## src/rtl/popcount32.sv

```systemverilog
// Number of set bits in a 32-bit word, built as a balanced adder tree.
module popcount32 (
  input  logic [31:0] value,
  output logic [5:0]  count
);

  logic [1:0] sum1 [16];
  logic [2:0] sum2 [8];
  logic [3:0] sum3 [4];
  logic [4:0] sum4 [2];

  always_comb begin
    for (int i = 0; i < 16; i++) sum1[i] = {1'b0, value[2*i]} + {1'b0, value[2*i+1]};
    for (int i = 0; i < 8; i++)  sum2[i] = {1'b0, sum1[2*i]} + {1'b0, sum1[2*i+1]};
    for (int i = 0; i < 4; i++)  sum3[i] = {1'b0, sum2[2*i]} + {1'b0, sum2[2*i+1]};
    for (int i = 0; i < 2; i++)  sum4[i] = {1'b0, sum3[2*i]} + {1'b0, sum3[2*i+1]};
    count = {1'b0, sum4[0]} + {1'b0, sum4[1]};
  end

endmodule

```

## config.mk

```make
export PLATFORM = sky130hd
export DESIGN_NAME = popcount32
export DESIGN_NICKNAME = d
export VERILOG_FILES = /design/src/rtl/popcount32.sv
export SDC_FILE = /design/constraint.sdc
export NUM_CORES = 1
export LEC_CHECK = 0
export ABC_AREA = 1
export CAP_MARGIN = 25
export CORE_UTILIZATION = 44
export DETAILED_ROUTE_END_ITERATION = 8
export GPL_TIMING_DRIVEN = 0
export PLACE_DENSITY_LB_ADDON = 0.3
export SETUP_SLACK_MARGIN = 0.4
export SLEW_MARGIN = 25
export SYNTH_ARGS = -nofsm -noshare
export SYNTH_HDL_FRONTEND = slang
export SYNTH_SLANG_ARGS = --single-unit
```

## constraint.sdc

```tcl
create_clock -name vclk -period 7.8
set_clock_uncertainty 0.1 [all_clocks]
set_input_delay 1.56 -clock vclk [all_inputs]
set_output_delay 1.56 -clock vclk [all_outputs]
set_load 0.03 [all_outputs]
```

# Yosys cells after proc, flatten, opt, wreduce, memory -nomap -nowiden
# Index checks and enable logic that the tools add are counted.
# classes
add_sub_neg,31
# op_table
op,count
1-bit by 1-bit adder with 2-bit output,16
2-bit by 2-bit adder with 3-bit output,8
3-bit by 3-bit adder with 4-bit output,4
4-bit by 4-bit adder with 5-bit output,2
5-bit by 5-bit adder with 6-bit output,1
# word_totals
input_bits,32
wordCells,31
out_inout_bits,6
regBits,0

# Longest topological paths before layout
# depth
depth_word,5
depth_mapped,18
ltp_nobuf,18

# Worst setup path before layout
# OpenSTA, ideal clock, no wires.
# synth_timing
path_type,input-to-output
from,in value[0]
to,out count[2]
n_path_buf,0
path_stages,14
setup_slack_ns,0.345
arrival_ns,5.795
required_time_ns,6.140
path_cell_list,inv_1 fa_1 inv_1 fa_1 fa_1 fa_1 fa_1 inv_1 fa_1 inv_1 ha_1 inv_1 fa_1 xnor2_1
# synth_between
elab_chain_len,5
# synth_rtl
element,line_no,rtl
from (decl),3,"input logic [31:0] value,"
1-bit by 1-bit adder with 2-bit output,13,"for (int i = 0; i < 16; i++) sum1[i] = {1'b0, value[2*i]} + {1'b0, value[2*i+1]};"
2-bit by 2-bit adder with 3-bit output,14,"for (int i = 0; i < 8; i++) sum2[i] = {1'b0, sum1[2*i]} + {1'b0, sum1[2*i+1]};"
3-bit by 3-bit adder with 4-bit output,15,"for (int i = 0; i < 4; i++) sum3[i] = {1'b0, sum2[2*i]} + {1'b0, sum2[2*i+1]};"
4-bit by 4-bit adder with 5-bit output,16,"for (int i = 0; i < 2; i++) sum4[i] = {1'b0, sum3[2*i]} + {1'b0, sum3[2*i+1]};"
5-bit by 5-bit adder with 6-bit output,17,"count = {1'b0, sum4[0]} + {1'b0, sum4[1]};"
to (decl),4,output logic [5:0] count
# No other way between the ends.

# Worst setup path in the final report
# layout_timing
from,in value[3]
to,out count[2]
# The elaborated chain is that of the path after synthesis.

==> impl_metrics.json <==
{
  "fmax_mhz": 134.3,
  "seq_cells": 0,
  "ys_seq_area_share_pct": 0,
  "cp.arrival_ns": 5.79,
  "synth.avg_cell_area_um2": 8.896,
  "regArea_um2": 0,
  "gp_congestion": 0.6131,
  "yosys_warnings": 0,
  "vias": 677,
  "final_common_cell": "inv_1",
  "maxSlewViolCount": 0,
  "synth_top_area_share_pct": 59.35,
  "tightest_slew_ns": 0.3222,
  "maxCapViolations": 0,
  "run_status": "finished clean",
  "dpl.hpwl_um": 1388,
  "syn-cell-area_um2": 809.5,
  "ant_nets": 0,
  "grt_max_degree": 7,
  "grt_pass1_vias": 678,
  "required_ns": 6.14,
  "final_cells": 156,
  "period_share_pct": 95.47,
  "grtUsageTotal_pct": 15.84,
  "syn_nets": 154,
  "gr-total-overflow": 0,
  "yosys.cell_types.count": 9,
  "path_max_fanout": 2,
  "maxSlewHeadroom_pct": 78.48,
  "antennaDiodeCount": 0,
  "final_cell_mix": "inv_1 (27), fa_1 (21), clkdlybuf4s50_1 (17)",
  "crit_path_start_kind": "input port",
  "end_kind": "primary output",
  "routed_wl_um": 1450,
  "drive_gt1_share_pct": 25.95,
  "synth.top_cells.by_area": "fa_1 (59%), inv_1 (17%), ha_1 (11%), nand2_1 (5.1%), nand3_1 (4.3%)",
  "grt_pass1_wl_um": 2470,
  "drc": 0,
  "fin_ws_ns": 0.3531,
  "pre_cts_slack_ns": -0.7050,
  "wire_per_inst_um": 9.295,
  "path_class": "in -> out",
  "ioPinCount": 38,
  "min-delay-path-class": "in -> out",
  "drt-pass1-iter-count": 2,
  "synth_top_area_cell": "fa_1",
  "die_area_um2": 2016,
  "holdBufCountCts": 0,
  "area_delta_synth_final_pct": 49.15,
  "antenna_found_initial": 0,
  "finalSetupViolations": 0,
  "rows": 15,
  "fp.dieH_um": 44.90,
  "initial_core_util_pct": 46.88,
  "io_buffers": 38,
  "final_net_count": 196,
  "die-width_um": 44.90,
  "rsz0062_at_grt": "yes",
  "place_inst": 154,
  "fin_crit_ns": 7.447,
  "clkbuf_count": 0,
  "syn_inst": 91,
  "drt_iter0_drc": 2,
  "hold_viol_final": 0,
  "core-area_um2": 1727,
  "vias_per_cell": 4.340
}
==> logic make-up (layout without fill, tap and decap cells) <==
logic type	Yosys count	after routing	share of synthesized area [%]
AOI/OAI and AO/OA	2	2	1.237
xor gates and xnor gates	1	1	1.082
adders and majority gates	31	31	70.17
buffers and inverters	37	77	17.16
and+or+nand+nor	20	20	10.36
==> layout make-up <==
class / instances / area [um2]
Multi-Input combinational cell: 54 / 688.2
Fill cell: 144 / 519.2
Timing Repair Buffer: 40 / 349.1
Tap cell: 25 / 31.28
Inverter: 37 / 138.9
==> per-stage QoR <==
step           util, %  cell area, um2  hold slack (ns)  setup TNS (ns)
6_report         69.93            1207            3.913               0
4_1_cts          68.19            1177            4.068               0
3_3_place_gp     71.16            1229            4.256          -2.386
3_5_place_dp     71.16            1229            4.266          -2.555
5_1_grt          69.93            1207            3.952               0
2_1_floorplan        -           817.0            3.290               0
==> cells in the mapped netlist <==
library cell  number
nand2_1           11
fa_1              24
a21oi_1            2
nand3_1            7
inv_2              1
xnor2_1            1
ha_1               7
nor2_1             2
inv_1             36
==> critical path, cell delays in order <==
cell,delay (ns)
buf_6,0.07
inv_2,0.03
fa_1,0.54
inv_2,0.04
fa_1,0.52
fa_1,0.45
fa_1,0.49
fa_1,0.53
inv_2,0.04
fa_1,0.42
inv_1,0.07
ha_2,0.18
inv_2,0.04
fa_2,0.35
buf_4,0.15
xnor2_2,0.16
buf_6,0.15
==> per-layer routing <==
layer / wire length [um] / track usage (%)
met1: 493 / 18.23
met3: 44 / 0.4000
met2: 912 / 33.82
met5: 0 / 0
met4: 0 / 0
==> path summary, 6_finish.rpt <==
check                 slack (ns)  depth (start not counted)       end  startpoint
worst max-delay path        0.35                         17  count[2]    value[3]
worst min-delay path        3.91                          3  count[0]    value[2]
==> timing repair <==
| item | CTS | global route |
|---|---|---|
| setup buffers | 1 | 1 |
| endpoints found under the setup margin | 6 | 6 |
| resized for setup | 79 | 19 |
| pin swaps | 16 | 12 |
| gates cloned | 0 | 0 |
Power is left out: the tool's default activity adds up to more than one toggle a clock period on the data nets, which glitch-free logic cannot reach.
